### config.mk
export PLATFORM = sky130hd
export DESIGN_NAME = insn_decoder
export DESIGN_NICKNAME = d
export VERILOG_FILES = /design/src/rtl/insn_decoder.sv
export SDC_FILE = /design/constraint.sdc
export NUM_CORES = 1
export LEC_CHECK = 0
export ABC_AREA = 1
export BUFFER_PORTS_ARGS = -buffer_cell sky130_fd_sc_hd__buf_2
export CAP_MARGIN = 0
export CORE_ASPECT_RATIO = 1.2
export CORE_UTILIZATION = 48
export CTS_BUF_LIST = sky130_fd_sc_hd__clkbuf_8
export DETAILED_ROUTE_END_ITERATION = 8
export PLACE_DENSITY_LB_ADDON = 0.2
export SYNTH_ARGS = -nofsm -noshare
export SYNTH_HDL_FRONTEND = slang
export SYNTH_SLANG_ARGS = --single-unit
### constraint.sdc
create_clock -name clk -period 1.3 [get_ports clk]
set_input_delay 0.13 -clock clk [delete_from_list [all_inputs] [get_ports clk]]
set_output_delay 0.13 -clock clk [all_outputs]
set_load 0.01 [all_outputs]
### src/rtl/insn_decoder.sv
// Instruction decoder with a one-entry skid buffer and a RUN/HALT intake FSM.
// Optional illegal-opcode flagging is enabled by defining INSN_DECODER_ILLEGAL_EN.
module insn_decoder #(
  parameter int LEN_INSN = 32,
  parameter int LEN_OPC  = 6,
  parameter int LEN_REG  = 5,
  parameter int LEN_IMM  = 16,
  parameter logic [LEN_OPC-1:0] OPC_HALT = 6'h3F,
  parameter logic [LEN_OPC-1:0] OPC_MAX  = 6'h1F
) (
  input  logic                clk,
  input  logic                rst,
  input  logic                valid_i,
  output logic                stall_o,
  input  logic [LEN_INSN-1:0] insn,
  output logic                valid_o,
  input  logic                stall_i,
  output logic [LEN_OPC-1:0]  opcode,
  output logic [LEN_REG-1:0]  rd,
  output logic [LEN_REG-1:0]  rs,
  output logic [LEN_INSN-1:0] imm,
  output logic                is_halt,
  output logic                illegal,
  output logic                halted
);

  typedef enum logic {ST_RUN, ST_HALT} state_e;

  state_e              state_q, state_d;
  logic                valid_q, valid_d;
  logic                stall_q, stall_d;
  logic                skid_full_q, skid_full_d;
  logic [LEN_INSN-1:0] skid_q, skid_d;
  logic [LEN_OPC-1:0]  opcode_q, opcode_d;
  logic [LEN_REG-1:0]  rd_q, rd_d, rs_q, rs_d;
  logic [LEN_INSN-1:0] imm_q, imm_d;
  logic                is_halt_q, is_halt_d;
  logic                illegal_q, illegal_d;

  logic                xfer_in, out_load;
  logic [LEN_INSN-1:0] src;
  logic [LEN_OPC-1:0]  src_opc;

`ifndef INSN_DECODER_ILLEGAL_EN
  logic unused_opc_max;
  assign unused_opc_max = ^OPC_MAX;
`endif

  always_comb begin
    state_d     = state_q;
    valid_d     = valid_q;
    skid_full_d = skid_full_q;
    skid_d      = skid_q;
    opcode_d    = opcode_q;
    rd_d        = rd_q;
    rs_d        = rs_q;
    imm_d       = imm_q;
    is_halt_d   = is_halt_q;
    illegal_d   = illegal_q;

    xfer_in  = valid_i & ~stall_q;
    out_load = ~valid_q | ~stall_i;
    // A full skid forces stall_o, so skid drain and fresh intake never coincide.
    src      = skid_full_q ? skid_q : insn;
    src_opc  = src[LEN_INSN-1 -: LEN_OPC];

    if (out_load) begin
      if (skid_full_q || xfer_in) begin
        valid_d     = 1'b1;
        skid_full_d = 1'b0;
        opcode_d    = src_opc;
        rd_d        = src[LEN_INSN-LEN_OPC-1 -: LEN_REG];
        rs_d        = src[LEN_INSN-LEN_OPC-LEN_REG-1 -: LEN_REG];
        imm_d       = {{(LEN_INSN-LEN_IMM){src[LEN_IMM-1]}}, src[LEN_IMM-1:0]};
        is_halt_d   = (src_opc == OPC_HALT);
`ifdef INSN_DECODER_ILLEGAL_EN
        illegal_d   = (src_opc > OPC_MAX) && (src_opc != OPC_HALT);
`else
        illegal_d   = 1'b0;
`endif
      end else begin
        valid_d = 1'b0;
      end
    end else if (xfer_in) begin
      skid_d      = insn;
      skid_full_d = 1'b1;
    end

    if (xfer_in && (insn[LEN_INSN-1 -: LEN_OPC] == OPC_HALT)) begin
      state_d = ST_HALT;
    end

    stall_d = skid_full_d | (state_d == ST_HALT);
  end

  always_ff @(posedge clk) begin
    if (!rst) begin
      state_q     <= ST_RUN;
      valid_q     <= 1'b0;
      stall_q     <= 1'b0;
      skid_full_q <= 1'b0;
      skid_q      <= '0;
      opcode_q    <= '0;
      rd_q        <= '0;
      rs_q        <= '0;
      imm_q       <= '0;
      is_halt_q   <= 1'b0;
      illegal_q   <= 1'b0;
    end else begin
      state_q     <= state_d;
      valid_q     <= valid_d;
      stall_q     <= stall_d;
      skid_full_q <= skid_full_d;
      skid_q      <= skid_d;
      opcode_q    <= opcode_d;
      rd_q        <= rd_d;
      rs_q        <= rs_d;
      imm_q       <= imm_d;
      is_halt_q   <= is_halt_d;
      illegal_q   <= illegal_d;
    end
  end

  assign valid_o = valid_q;
  assign stall_o = stall_q;
  assign opcode  = opcode_q;
  assign rd      = rd_q;
  assign rs      = rs_q;
  assign imm     = imm_q;
  assign is_halt = is_halt_q;
  assign illegal = illegal_q;
  assign halted  = (state_q == ST_HALT);

endmodule

==> impl_metrics.prom <==
# TYPE chip_impl_metric gauge
chip_impl_info{name="status",value="finished clean"} 1
chip_impl_metric{name="placement_rows",unit=""} 30
chip_impl_metric{name="slowest_stage_delay_on_critical_path",unit="ns"} 0.40
chip_impl_info{name="worst_setup_path_end_kind",value="register"} 1
chip_impl_metric{name="number_of_buffers_created_by_cts",unit=""} 9
chip_impl_metric{name="post-route-cell-area",unit="um2"} 3630
chip_impl_metric{name="filler_cell_count",unit=""} 545
chip_impl_metric{name="powerDensity",unit="nW/um2"} 1350
chip_impl_metric{name="final_layout_size_suffix_gt1_frac",unit=""} 0.274
chip_impl_metric{name="drv.max_cap_violation_count",unit=""} 0
chip_impl_metric{name="period_share",unit=""} 0.946
chip_impl_metric{name="worst_path_bufs_invs",unit=""} 2
chip_impl_metric{name="top_level_ports",unit=""} 89
chip_impl_metric{name="die_width",unit="um"} 73.0
chip_impl_metric{name="clock-sinks",unit=""} 69
chip_impl_metric{name="cts-hold-fix-buffers",unit=""} 0
chip_impl_metric{name="postPlaceCellArea",unit="um2"} 3350
chip_impl_metric{name="routed_wl",unit="mm"} 6.48
chip_impl_metric{name="route.antenna.remaining_nets",unit=""} 0
chip_impl_info{name="clock-root-buffer",value="clkbuf_8"} 1
chip_impl_metric{name="final_slew_violations",unit=""} 0
chip_impl_metric{name="detail_route.vias_per_cell",unit=""} 4.84
chip_impl_metric{name="skew",unit="ns"} 0.00992
chip_impl_info{name="final_cell_mix",value="buf_2, nor2_1, dfxtp_1, o21ai_0, nand2_1"} 1
chip_impl_metric{name="initial_core_util",unit=""} 0.506
chip_impl_metric{name="worst_skew_pair.late_latency",unit="ns"} 0.34
chip_impl_info{name="tritoncts",value="yes"} 1
chip_impl_metric{name="grt_start_max_net_pins",unit=""} 45
chip_impl_metric{name="io_buffers",unit=""} 87
chip_impl_metric{name="netlist-cell-type-count",unit=""} 19
chip_impl_metric{name="iteration_0_drc_count_of_the_detailed_router",unit=""} 188
chip_impl_metric{name="synth-edff-count",unit=""} 0
chip_impl_metric{name="synthArstFlopShare",unit=""} 0
chip_impl_info{name="worstSetupPathType",value="register to register"} 1
chip_impl_metric{name="gr-total-overflow",unit=""} 0
chip_impl_info{name="critPathTopFamily",value="flip-flops"} 1
chip_impl_metric{name="globalRouteTotalUtil",unit=""} 0.204
chip_impl_metric{name="crit_required",unit="ns"} 1.54
chip_impl_metric{name="p_leak",unit="nW"} 1.81
chip_impl_metric{name="first_pass_grt_wire_length",unit="mm"} 9.92
chip_impl_metric{name="diodes",unit=""} 0
chip_impl_metric{name="number_of_antenna_violations_at_the_first_check_in_global_routing",unit=""} 0
chip_impl_metric{name="die_area",unit="um2"} 6370
chip_impl_metric{name="post_route_setup_tns",unit="ns"} 0
chip_impl_metric{name="first_global_vias",unit=""} 2254
chip_impl_metric{name="timing.critical_path.arrival",unit="ns"} 1.47
chip_impl_metric{name="period_needed",unit="ns"} 1.23
chip_impl_metric{name="layoutNonFillerInstCount",unit=""} 544
chip_impl_metric{name="vdd.ir_drop.worst",unit="V"} 0.000940
chip_impl_metric{name="route.vias.total",unit=""} 2631
chip_impl_metric{name="multi_input_comb_area",unit="um2"} 1180
chip_impl_metric{name="post-place-cells",unit=""} 526
chip_impl_info{name="min-delay-path-class",value="primary input to register"} 1
chip_impl_metric{name="drt-wirelength-per-cell",unit="um"} 11.9
chip_impl_metric{name="synthesized_area_per_cell",unit="um2"} 7.48
chip_impl_metric{name="setup_viol_count_final",unit=""} 0
chip_impl_metric{name="synth_seq_cells",unit=""} 69
chip_impl_metric{name="yosysSeqAreaShare",unit=""} 0.476
chip_impl_metric{name="design.final.nets",unit=""} 495
chip_impl_metric{name="first_pass_iters",unit=""} 4
chip_impl_metric{name="final-seq-area",unit="um2"} 1390
chip_impl_metric{name="critical_path.max_fanout",unit=""} 15
chip_impl_metric{name="synth.yosys.warnings",unit=""} 0
chip_impl_metric{name="fp.coreArea",unit="um2"} 5740
chip_impl_metric{name="cts_htree_levels",unit=""} 3
chip_impl_metric{name="area_growth",unit="%"} 25.0
chip_impl_metric{name="die_h",unit="um"} 87.2
chip_impl_metric{name="gp_congestion",unit=""} 0.784
chip_impl_info{name="crit_path_top_delay_cell",value="dfxtp_4"} 1
chip_impl_metric{name="fmax",unit="GHz"} 0.813
chip_impl_metric{name="hold_viol_final",unit=""} 0
chip_impl_metric{name="cts_buffer_depth",unit=""} 2
chip_impl_info{name="layout_commonest_cell",value="buf_2"} 1
chip_impl_metric{name="syn_inst",unit=""} 388
chip_impl_metric{name="drc",unit=""} 0
chip_impl_metric{name="syn-cell-area",unit="um2"} 2900
chip_impl_info{name="crit_chain",value="inv_4, a21oi_4, buf_12, nand3_1, o211a_1"} 1
chip_impl_info{name="unrepaired_setup_endpoints_after_global_routing",value="no"} 1
chip_impl_info{name="worstSetupStartpointType",value="register"} 1
chip_impl_metric{name="dp_hpwl",unit="mm"} 4.26
chip_impl_metric{name="cts.reportedPaths.clkPinSlew",unit="ns"} 0.08
chip_impl_metric{name="synthesis.nets",unit=""} 424
chip_impl_info{name="dominantRegCellSynth",value="dfxtp_1"} 1
-- synthesized netlist by cell type (2+ instances only) --
library cell | instances | area share
inv_2 | 2 | 0.0026
dfxtp_1 | 69 | 0.48
o211a_1 | 12 | 0.041
a21oi_1 | 20 | 0.034
nor2_1 | 70 | 0.090
buf_2 | 9 | 0.016
buf_4 | 22 | 0.057
clkbuf_1 | 10 | 0.013
nand2_1 | 60 | 0.078
inv_1 | 25 | 0.032
a211oi_1 | 3 | 0.0078
o21ai_0 | 67 | 0.12
nand3_1 | 13 | 0.022
-- where the power goes --
group / internal [mW] / switching, mW / total [mW]
Sequential: 2.26 / 0.0734 / 2.33
Combinational: 0.327 / 0.410 / 0.737
Clock: 1.03 / 0.798 / 1.83
Total: 3.62 / 1.28 / 4.90
-- layout make-up --
class | instances | share of cell area
clock buffer | 12 | 0.0455
clock inverter | 4 | 0.0127
inverter | 28 | 0.0296
sequential | 69 | 0.382
timing repair buffer | 102 | 0.179
tap | 80 | 0.0276
multi-input combinational | 249 | 0.324
-- worst register-to-register path, stage by stage, from the launching register on --
cell and delay (ns):
dfxtp_4 0.40, inv_4 0.09, a21oi_4 0.26, buf_12 0.18
nand3_1 0.08, o211a_1 0.11
-- repair_timing --
action | in CTS | in global routing
endpoints found under the setup margin | 0 | 69
setup buffers | 0 | 0
gates resized for setup | 0 | 10
endpoints found under the hold margin | 0 | 0
-- cell families (layout without fill, tap and decap cells) --
family,Yosys count,after routing,synth area share
and+or+nand+nor,145,145,0.195
DFF,69,69,0.476
other,1,1,0.00129
buffers and inverters,70,146,0.124
AOI/OAI and AO/OA,103,103,0.205
-- through the flow --
stage               hold slack, ns  worst slack, ns  power, mW   util
floorplan                    0.273            0.115       2.85      -
global placement             0.379           0.0462       3.07  0.583
detailed placement           0.389           0.0182       3.08  0.583
CTS                         0.0201          0.00900       4.90  0.620
global route                0.0344          0.00228       5.13  0.632
finish                      0.0311           0.0703       4.90  0.632
-- final timing paths --
path | start | endpoint | slack (ns) | cells after the start
worst min register to register | skid_q[26] | skid_q[26] | 0.45 | 2
worst min-delay path | insn[3] | skid_q[3] | 0.03 | 3
worst max-delay path | skid_full_q | rs[2] | 0.07 | 5
worst max register to register | skid_full_q | rs[2] | 0.07 | 5
-- routing by layer --
metal	vias to the layer above	share of wire	GRT usage
met2	67	0.47	0.312
li1	1375	-	-
met5	-	0	0
met1	1182	0.46	0.263
met4	0	0.014	0.0909
met3	7	0.054	0.0625
-- flip-flops by register name, indices dropped and copies added (netlist names) --
name,flops
is_halt,1
rd,5
skid_q,32
halted,1
opcode,6
rs,5
imm,16
stall_o,1
skid_full_q,1
valid_o,1
(Power assumes the default switching activity.)
